==> src/rtl/first_nios2_system_cpu_oci_dct_sequencer_pkg.sv <==
// Shared widths and FSM state encoding for the OCI trace-code sequencer.
package first_nios2_system_cpu_oci_dct_sequencer_pkg;

  localparam int unsigned CODE_W = 2;
  localparam int unsigned BUF_W  = 30;
  localparam int unsigned CNT_W  = 4;
  localparam int unsigned TM_W   = 34;

  typedef enum logic [1:0] {
    StCollect = 2'd0,
    StEmit    = 2'd1,
    StFinal   = 2'd2,
    StDone    = 2'd3
  } dct_state_e;

endpackage

==> src/rtl/first_nios2_system_cpu_oci_dct_sequencer.sv <==
// Packs 2-bit trace codes into 30-bit words and hands them to trace memory,
// emitting on full buffer, flush, or end of capture.
module first_nios2_system_cpu_oci_dct_sequencer
  import first_nios2_system_cpu_oci_dct_sequencer_pkg::*;
#(
  parameter int unsigned FULL_COUNT = 15
) (
  input  logic              clk,
  input  logic              reset,
  input  logic              trc_valid,
  input  logic [CODE_W-1:0] trc_code,
  output logic              trc_ready,
  input  logic              flush_req,
  input  logic              stop_req,
  output logic              tm_valid,
  output logic [TM_W-1:0]   tm_data,
  input  logic              tm_ready,
  output logic [BUF_W-1:0]  dct_buffer,
  output logic [CNT_W-1:0]  dct_count,
  output logic              test_ending,
  output logic              test_has_ended
);

  dct_state_e        state_q, state_d;
  logic [BUF_W-1:0]  buf_q, buf_d;
  logic [CNT_W-1:0]  cnt_q, cnt_d;
  logic [TM_W-1:0]   tm_data_q, tm_data_d;
  logic              stop_q, stop_d;

  logic              accept;
  logic [BUF_W-1:0]  buf_nxt;
  logic [CNT_W-1:0]  cnt_nxt;

  assign trc_ready      = (state_q == StCollect) && !stop_q && !reset;
  assign tm_valid       = (state_q == StEmit) || (state_q == StFinal);
  assign tm_data        = tm_data_q;
  assign dct_buffer     = buf_q;
  assign dct_count      = cnt_q;
  assign test_ending    = stop_q && (state_q != StDone);
  assign test_has_ended = (state_q == StDone);

  always_comb begin
    state_d   = state_q;
    buf_d     = buf_q;
    cnt_d     = cnt_q;
    tm_data_d = tm_data_q;
    stop_d    = stop_q || (stop_req && (state_q != StDone));

    accept  = trc_valid && trc_ready;
    buf_nxt = accept ? {buf_q[BUF_W-CODE_W-1:0], trc_code} : buf_q;
    cnt_nxt = cnt_q + {{(CNT_W-1){1'b0}}, accept};

    unique case (state_q)
      StCollect: begin
        if (stop_q) begin
          // Stop acts one cycle after its pulse; acceptance is already blocked.
          if (cnt_q != '0) begin
            tm_data_d = {cnt_q, buf_q};
            buf_d     = '0;
            cnt_d     = '0;
            state_d   = StFinal;
          end else begin
            state_d = StDone;
          end
        end else if ((accept && (cnt_nxt == CNT_W'(FULL_COUNT))) ||
                     (flush_req && !stop_req && (cnt_nxt != '0))) begin
          tm_data_d = {cnt_nxt, buf_nxt};
          buf_d     = '0;
          cnt_d     = '0;
          state_d   = StEmit;
        end else begin
          buf_d = buf_nxt;
          cnt_d = cnt_nxt;
        end
      end
      StEmit: begin
        if (tm_ready) state_d = stop_q ? StDone : StCollect;
      end
      StFinal: begin
        if (tm_ready) state_d = StDone;
      end
      StDone: begin
        state_d = StDone;
      end
      default: state_d = StCollect;
    endcase
  end

  always_ff @(posedge clk) begin
    if (reset) begin
      state_q   <= StCollect;
      buf_q     <= '0;
      cnt_q     <= '0;
      tm_data_q <= '0;
      stop_q    <= 1'b0;
    end else begin
      state_q   <= state_d;
      buf_q     <= buf_d;
      cnt_q     <= cnt_d;
      tm_data_q <= tm_data_d;
      stop_q    <= stop_d;
    end
  end

endmodule

==> config.mk <==
export PLATFORM = sky130hd
export DESIGN_NAME = first_nios2_system_cpu_oci_dct_sequencer
export DESIGN_NICKNAME = d
export VERILOG_FILES = /design/src/rtl/first_nios2_system_cpu_oci_dct_sequencer_pkg.sv /design/src/rtl/first_nios2_system_cpu_oci_dct_sequencer.sv
export SDC_FILE = /design/constraint.sdc
export NUM_CORES = 1
export LEC_CHECK = 0
export BUFFER_PORTS_ARGS = -buffer_cell sky130_fd_sc_hd__buf_2
export CORE_MARGIN = 1.5
export CORE_UTILIZATION = 40
export DETAILED_ROUTE_END_ITERATION = 12
export SETUP_SLACK_MARGIN = 0.15
export SLEW_MARGIN = 20
export SYNTH_ARGS = -nofsm -noshare
export SYNTH_HDL_FRONTEND = slang
export SYNTH_SLANG_ARGS = --single-unit
export TNS_END_PERCENT = 50
==> constraint.sdc <==
create_clock -name clk -period 3.9 [get_ports clk]
set_input_delay 0.195 -clock clk [delete_from_list [all_inputs] [get_ports clk]]
set_output_delay 0.195 -clock clk [all_outputs]
set_load 0.02 [all_outputs]
Word-level counts from Yosys, hierarchy flattened

Cells that the tools add are included.

Logic and storage cells: 53
Bits in registers: 71
Output and inout bits: 72
Bits of input ports: 8

Eq/ne operators: 9
Muxes and demuxes: 17
Add/sub/neg operators: 1
Reductions and logical operators: 21

Operators by type and width:

| kind                                                                     | number |
|---|---|
| 30-bit two-way mux                                                       | 4 |
| 34-bit two-way mux                                                       | 3 |
| 4-bit two-way mux                                                        | 3 |
| 2-bit two-way mux                                                        | 5 |
| 1-bit logical AND                                                        | 8 |
| 2-bit case mux with 4 select lines                                       | 1 |
| 4-bit nonzero test                                                       | 2 |
| 2-bit inequality test (second input constant)                            | 3 |
| 3-bit AND reduction                                                      | 2 |
| 4-bit by 1-bit adder with 4-bit output                                   | 1 |
| 2-bit equality test (second input constant)                              | 2 |
| 4-bit equality test (second input constant)                              | 1 |
| 1-bit zero test                                                          | 3 |
| 1-bit logical OR                                                         | 3 |
| 3-bit by 2-bit inequality test with 1-bit output (second input constant) | 1 |
| 2-bit by 1-bit equality test with 1-bit output (second input constant)   | 1 |
| 2-bit zero test                                                          | 1 |
| 2-bit by 1-bit inequality test with 1-bit output (second input constant) | 1 |
| 2-bit AND reduction                                                      | 1 |
| 2-bit nonzero test                                                       | 1 |
| 1-bit two-way mux                                                        | 1 |

Logic depth before layout (Yosys ltp)

Gate-level depths: netlist of run 1.

Word-level depth: 11
Gate-level depth with buffers: 16
Depth with buffers taken out: 11

Worst setup path after synthesis of run 1

OpenSTA, ideal clock, no wires.

Kind: register -> register
From: reg state_q[0]
To: reg tm_data_q[0], in the netlist tm_data[0]
Cell stages (with the launch flop): 16
Arrival: 3416 ps
Data required time: 3819 ps
Library setup time: 81 ps
Setup slack: 402 ps
Cell sequence: dfxtp_1 > inv_1 > ha_1 > nand2b_1 > nor3b_1 > buf_2 > buf_1 > ha_1 > ha_1 > xnor2_1 > nor4_1 > and2_1 > clkbuf_1 > clkbuf_1 > nor3_1 > a211oi_2

Cells in the longest elaborated chain, start to end: 10
Elaborated cells between the ends (all ways): 15
Those cells by class: add/sub: 1; eq/ne: 1; mux: 3; reduce/logical: 10

Ends and longest elaborated chain:

| what                                                             | RTL line                                                                                       | source |
|---|---|---|
| from (decl)                                                      | first_nios2_system_cpu_oci_dct_sequencer.sv:24                                                 | `dct_state_e state_q, state_d;` |
| from (signal assigned)                                           | first_nios2_system_cpu_oci_dct_sequencer.sv:91                                                 | `state_q <= StCollect;` |
| from (signal assigned)                                           | first_nios2_system_cpu_oci_dct_sequencer.sv:97                                                 | `state_q <= state_d;` |
| 2-bit zero test (*)                                              | first_nios2_system_cpu_oci_dct_sequencer.sv:34, first_nios2_system_cpu_oci_dct_sequencer.sv:53 |  |
| 1-bit logical AND (2 in a row)                                   | first_nios2_system_cpu_oci_dct_sequencer.sv:34                                                 | `assign trc_ready = (state_q == StCollect) && !stop_q && !reset;` |
| 1-bit logical AND                                                | first_nios2_system_cpu_oci_dct_sequencer.sv:49                                                 | `accept = trc_valid && trc_ready;` |
| 4-bit by 1-bit adder with 4-bit output                           | first_nios2_system_cpu_oci_dct_sequencer.sv:51                                                 | `cnt_nxt = cnt_q + {{(CNT_W-1){1'b0}}, accept};` |
| 4-bit equality test / 4-bit nonzero test (equally long branches) | first_nios2_system_cpu_oci_dct_sequencer.sv:65, first_nios2_system_cpu_oci_dct_sequencer.sv:66 |  |
| 1-bit logical AND (on tied branches)                             | first_nios2_system_cpu_oci_dct_sequencer.sv:65, first_nios2_system_cpu_oci_dct_sequencer.sv:66 |  |
| 1-bit logical OR                                                 | first_nios2_system_cpu_oci_dct_sequencer.sv:65                                                 | `end else if ((accept && (cnt_nxt == CNT_W'(FULL_COUNT))) \|\|` |
| 2-bit nonzero test (no line)                                     | -                                                                                              |  |
| 3-bit AND reduction (no line)                                    | -                                                                                              |  |
| to (signal assigned)                                             | first_nios2_system_cpu_oci_dct_sequencer.sv:100                                                | `tm_data_q <= tm_data_d;` |
| to (decl)                                                        | first_nios2_system_cpu_oci_dct_sequencer.sv:27                                                 | `logic [TM_W-1:0] tm_data_q, tm_data_d;` |

Mark *: on every way between the ends. The rest lies on a longest branch, timed or not. The select of a mux whose other input is x is not followed.
A chain may end at the register's enable or synchronous reset.

Final worst setup path of run 1

From: reg state_q[0]
To: reg tm_data_q[12], in the netlist tm_data[12]

Same word-level chain as after synthesis.

==> results of run 1 <==
-- worst min-delay path by stage --
stage | start | end | slack, ns | cells after the start
CTS | stop_req | stop_q | 0.08 | 3
global placement | stop_req | stop_q | 0.44 | 3
detailed placement | stop_req | stop_q | 0.45 | 3
global route | trc_code[0] | dct_buffer[0] | 0.08 | 2
floorplan | stop_req | stop_q | 0.34 | 2
finish | stop_req | stop_q | 0.09 | 3
-- flip-flops by register name, summed over array words and instances, names as in the netlist --
name / flops
stop_q: 1
tm_data: 34
state_q: 2
dct_buffer: 30
dct_count: 4
-- placed cells by master (no fill, tap or decap), types with 3 or more instances in the layout --
master,count
a211oi_1,4
a211oi_2,30
a21oi_1,4
a22o_1,28
a32oi_1,3
buf_2,79
buf_4,6
bufinv_16,4
clkbuf_8,10
dfxtp_1,71
ha_1,7
inv_1,4
mux2i_1,32
nand2_1,4
nand2b_1,5
nand3_1,4
nor2_1,9
nor2b_1,3
nor3_1,35
nor4_1,3
xnor2_1,5
-- through the flow --
stage	util (%)	instance area [µm²]	hold WS [ns]	cells
final	50.3	3910	0.0925	475
after global routing	50.3	3910	0.0790	475
after CTS	50.3	3900	0.0840	475
after detailed placement	46.8	3630	0.452	459
after global placement	46.8	3630	0.438	459
after floorplan	-	3210	0.336	302
-- power by group through the flow --
stage          Combinational [mW]  Clock [mW]  Sequential, mW
2_1_floorplan               0.213           0           0.824
5_1_grt                     0.346       0.840           0.790
4_1_cts                     0.320       0.804           0.785
3_5_place_dp                0.319           0           0.802
3_3_place_gp                0.314           0           0.801
6_report                    0.318       0.787           0.785
-- area by class of cell --
class / instances / share of cell area [%]
Clock buffer: 11 / 3.62
Clock inverter: 5 / 3.30
Inverter: 4 / 0.384
Multi-Input combinational cell: 197 / 41.8
Sequential cell: 71 / 36.4
Tap cell: 102 / 3.27
Timing Repair Buffer: 85 / 11.3
-- logic make-up after synthesis --
logic type	Yosys count
AO/OA/AOI/OAI	82
XOR/XNOR	5
adder cells (fa/ha/maj)	7
buffers and inverters	34
flip-flops	71
multiplexers	32
AND/OR/NAND/NOR	71
-- repair_timing --
action                                  CTS  global route
buffers inserted                          0             0
gates resized for setup                   0             1
hold endpoints to repair                  0             0
endpoints found under the setup margin    0            16
-- layer usage --
layer	global-route usage, %	share of wire (%)
met5	0	0
met2	29.0	44
met1	26.9	49
met4	5.13	0.88
met3	5.58	5.5
-- worst min-delay path, delay by kind of cell --
family,cells,cell delay [ns]
buffers and inverters,1,0.09
AND/OR/NAND/NOR,1,0.07
AO/OA/AOI/OAI,1,0.05
==> results.md, run 1 <==
* Outcome: finished, final reports clean
* Post-synthesis sequential area ratio at 44.3%
* Psw at 0.514 mW
* Worst Path Buf+Inv at 1
* Area of the mapped netlist at 3210 µm²
* RSZ-0062 raised after global routing: no
* Final Hold Fails at 0
* Post-synth EDFFs at 0
* WL final at 7920 µm
* Max Slew Vio Count at 0
* Pre-CTS setup slack at 0.415 ns
* Async S/R FF share, synth at 0%
* Clock latency on the worst-skew pair at 0.35 ns
* CP Max Fanout at 34
* First-pass GRT wire length at 13100 µm
* Critical path required time at 4.10 ns
* Max H-tree Level at 3
* Endpoints failing setup at 0
* Post-synth top flop: dfxtp_1
* P&R area growth vs syn at 21.6%
* Worst endpoint data arrival time at 3.37 ns
* Sequential power share at 41.5%
* Synth top cells by count: 71 x dfxtp_1, 35 x nor3_1, 32 x mux2i_1
* Sw Ratio at 27.2%
* Vias at 2623
* CTS tree: done
* Slew of the pin with the lowest slew margin at 0.731 ns
* Total CTS buffers at 9
* Worst setup EP type: flop
* Gpl congestion at 0.858
* Synth area leaders: dfxtp_1 44%, a211oi_2 12%, mux2i_1 10%
* Setup ws final at 0.728 ns
* XOR/XNOR share of the synthesized area at 1.36%
* Most frequent cell after synthesis: dfxtp_1
* Sequential cell area at 1420 µm²
* Reg-to-reg endpoint: tm_data[12]
* # port buffers at 79
* NumNets Final at 383
* Design Power at 1.89 mW
* YS warnings at 0
* P_leak at 1.57 nW
* Largest net degree at the start of global routing at 47
* Tmin final at 3.17 ns
* Worst Reg-to-Reg Cells at 11
* Std cell rows at 32
* Placed wire-length estimate at 5050 µm
* Clk sink count at 71
* Worst setup path start: state_q[0]
* R2R setup slack at 0.73 ns
* Critical-path cell list: inv_1 > ha_1 > nand2b_1 > nor3b_2 > ha_1 > ha_1 > xnor2_1 > nor4_1 > and2_1 > or2_4 > a211oi_2
* Largest area contributor in the netlist: dfxtp_1
* Largest family of logic cells by synthesized area: compound AO/OA/AOI/OAI gates
* Comb power frac at 16.8%
* Synth Net Count at 317
* Initial DRC Count at 125
* Critical Path Sink: tm_data[12]
* Share of layout cells above drive strength 1 at 35.9%
* Clock buffer depth at 2
* Fmax at 0.315 GHz
* Hold buffers post-CTS at 0
* R2r startpoint: state_q[0]
* Seq cells post-synth at 71
* Synth Area in Simple Gates at 11.6%
* Internal power at 1.38 mW
* Vias/cell at 5.52
* Compound-Gate Fraction of Synth Area at 24.7%
* Post-DRT Antenna Nets at 0
* HP Class: input port to flop
* Antenna violations before repair at 0
* Layout fillers at 739
* I/O pin cnt at 80
* Distinct cells, synth at 36
* Core ar. at 7770 µm²
* Root Buffer: clkbuf_8
* Largest stage delay, worst path at 0.50 ns
* Die X-Extent at 92.6 µm
* Initial Util at 41.3%
* GRT overflow at 0
* Pre-antenna DRT Iters at 4
* Reg clk slew, reported paths at 0.07 ns
* Gr usage total at 19.3%
* Die H at 92.6 µm
* Tcrit/Tclk final at 81.3%
* Slowest CP cell: nor4_1
* Crit Path Category: flop to flop
* Routed wire per std cell at 16.7 µm
* Most numerous cell on the critical path: ha_1
* Adder-cell area share of the yosys netlist at 2.73%
* Maxcap violations at 0
* Synthesized instance count at 302
* Pwr dens at 484 nW/µm²
* Family with the most delay on the worst path: simple AND/OR/NAND/NOR gates
* Multi-input logic area at 1630 µm²
* DRC Markers at 0
* Worst Skew at 0.0115 ns
* Clock power share at 41.6%
* N_diodes at 0
* Syn_area_per_cell at 10.6 µm²
* Worst setup SP type: flop
* Mux contribution to synthesized area at 9.97%
* Number of global-route vias before repair at 2490
* Die ar. at 8580 µm²
* Area share of the largest cell type after synthesis at 44.3%
* Worst path depth at 11
* Slew HR at 51.3%
* Total negative slack at 0 ns
* VDD IR-drop max at 0.273 mV
No activity file was read; power rests on OpenSTA's default activity.
==> run 2: changes to the inputs <==
ABC_AREA = 1   (was unset)
clock period = 3.09 ns   (was 3.9 ns; I/O delays follow)
==> results.md, run 2 <==
* Outcome: finished, final reports clean
* Slew HR at 53.1%
* Initial Util at 41.2%
* Slowest CP cell: dfxtp_1
* Pre-CTS setup slack at 0.331 ns
* Max H-tree Level at 3
* Placed wire-length estimate at 6340 µm
* CTS tree: done
* Dpl cells at 675
* XOR/XNOR share of the synthesized area at 0%
* Share of layout cells above drive strength 1 at 21.0%
* DRT met1 WL at 4890 µm
* Worst setup path start: state_q[1]
* Clk sink count at 71
* Commonest cells after routing, fill and taps aside: 112 x nand2_1, 79 x buf_2, 71 x dfxtp_1
* Final Hold Fails at 0
* Largest net degree at the start of global routing at 73
* VDD IR-drop max at 0.481 mV
* Initial DRC Count at 383
* GRT overflow at 0
* Total negative slack at 0 ns
* Multi-input logic area at 1870 µm²
* Crit Path Category: flop to flop
* Synth Area in Simple Gates at 31.0%
* Endpoints failing setup at 0
* Largest family of logic cells by synthesized area: simple AND/OR/NAND/NOR gates
* Layout fillers at 899
* Vias/cell at 5.08
* Routed wire per std cell at 13.6 µm
* Root Buffer: clkbuf_8
* Distinct cells, synth at 24
* DR top layer: met4
* Most frequent cell after synthesis: nand2_1
* Worst Skew at 0.00883 ns
* YS warnings at 0
* R2r startpoint: state_q[1]
* Area of the mapped netlist at 3590 µm²
* Die X-Extent at 97.8 µm
* Most common cell after layout, fill and taps aside: nand2_1
* Fmax at 0.369 GHz
* Largest area contributor in the netlist: dfxtp_1
* RSZ-0062 raised after global routing: yes
* Critical-path cell list: inv_1 > ha_2 > nand2_4 > nor2_8 > nand2_8 > inv_6 > ha_1 > ha_1 > inv_1 > nand2_1 > nand3_1 > nor2_1 > nand2_1 > nand2_2 > nand2_2 > inv_2 > nand3_1 > a21oi_1
* NumNets Final at 597
* Std cell rows at 34
* Synth Net Count at 533
* Async S/R FF share, synth at 0%
* Reg clk slew, reported paths at 0.08 ns
* Vias at 3532
* Post-DRT Antenna Nets at 0
* Antenna violations before repair at 0
* P_leak at 2.00 nW
* # port buffers at 79
* Worst endpoint data arrival time at 2.98 ns
* Hold_sp: stop_req
* P&R area growth vs syn at 19.2%
* Synthesized instance count at 518
* Synth area leaders: dfxtp_1 40%, nand2_1 12%, a21oi_1 9.5%
* Die ar. at 9560 µm²
* Post-synth EDFFs at 0
* Clock latency on the worst-skew pair at 0.34 ns
* Seq cells post-synth at 71
* Post-synthesis sequential area ratio at 39.6%
* Min Hold Slack at 0.0713 ns
* Largest stage delay, worst path at 0.33 ns
* Setup ws final at 0.378 ns
* Worst setup EP type: flop
* Mux contribution to synthesized area at 0%
* I/O pin cnt at 80
* Compound-Gate Fraction of Synth Area at 18.3%
* Sequential cell area at 1420 µm²
* Core ar. at 8720 µm²
* Gpl congestion at 0.863
* Maxcap violations at 0
* DRC Markers at 0
* Met2 wire length at 3880 µm
* Syn_area_per_cell at 6.93 µm²
* Hold buffers post-CTS at 0
* Number of global-route vias before repair at 2950
* CP Max Fanout at 35
* Post-synth top flop: dfxtp_1
* Synth top cells by count: 113 x nand2_1, 71 x dfxtp_1, 68 x a21oi_1
* Max FFs per register at 34
* Total CTS buffers at 9
* Clock buffer depth at 2
* Tmin final at 2.71 ns
* Met3 WL post-DR at 566 µm
* First-pass GRT wire length at 15100 µm
* Fin cells at 695
* Adder-cell area share of the yosys netlist at 2.44%
* Pre-antenna DRT Iters at 5
* Worst setup SP type: flop
* N_diodes at 0
* HP Class: input port to flop
* Max Slew Vio Count at 0
* Slew of the pin with the lowest slew margin at 0.704 ns
* Area share of the largest cell type after synthesis at 39.6%
* Pwr dens at 1020 nW/µm²
* Gr usage total at 19.5%
* Tcrit/Tclk final at 87.8%
* Critical path required time at 3.36 ns
* Die H at 97.8 µm
* WL final at 9440 µm
-- run 2: cell types whose count changed in the layout (fill, tap and decap cells not counted), sizes merged, moves of 32 or more --
cell    delta
nand2    +114
a21oi     +62
o21ai     +60
nor2      +52
nand3     +36
nor3      -35
a211oi    -34
mux2i     -32
-- run 2: final timing paths --
kind,cells past startpoint,end,slack [ns]
max,18,dct_buffer[29],0.38
min reg2reg,2,tm_data[8],0.48
min,3,stop_q,0.07
max reg2reg,18,dct_buffer[29],0.38
-- run 2: area by class of cell --
type / count / share of cell area (%)
sequential: 71 / 33.2
inverter: 29 / 2.78
clock inverter: 6 / 1.61
tap: 108 / 3.16
timing repair buffer: 91 / 12.3
clock buffer: 10 / 3.22
multi-input combinational: 380 / 43.7
-- run 2: routing by layer --
metal	global-route usage [%]	up-vias
met2	26.2	117
met5	0	-
li1	-	1828
met3	3.94	10
met4	5.93	0
met1	30.9	1577
-- run 2: metrics by stage --
stage / total power [mW] / utilization (%) / instance area (µm²)
final: 4.35 / 49.1 / 4280
after global placement: 3.54 / 46.1 / 4020
after detailed placement: 3.56 / 46.1 / 4020
after floorplan: 2.96 / - / 3590
after global routing: 4.68 / 49.1 / 4280
after CTS: 4.33 / 48.5 / 4230
-- run 2: kinds of logic after synthesis --
group	Yosys count
and+or+nand+nor	242
AOI/OAI and AO/OA	131
DFF	71
buffers and inverters	67
adders and majority gates	7
-- run 2: power by group --
| group | switching, mW | leakage (nW) | internal, mW | total (mW) |
|---|---|---|---|---|
| clock network | 0.370 | 0.103 | 0.399 | 0.769 |
| registers | 0.238 | 0.584 | 1.22 | 1.46 |
| logic | 1.41 | 1.31 | 0.716 | 2.12 |
| total | 2.01 | 2.00 | 2.33 | 4.35 |
-- run 2: worst max-delay path, delay by kind of cell (launching register included) --
family | cells | cell delay, ns
flip-flops | 1 | 0.33
AND/OR/NAND/NOR | 10 | 1.06
buffers and inverters | 4 | 0.56
AO/OA/AOI/OAI | 1 | 0.14
adder cells (fa/ha/maj) | 3 | 0.55
-- run 2: timing repair --
action	in CTS	in global routing
buffers inserted	0	3
resized for setup	0	1
endpoints found under the setup margin	0	46
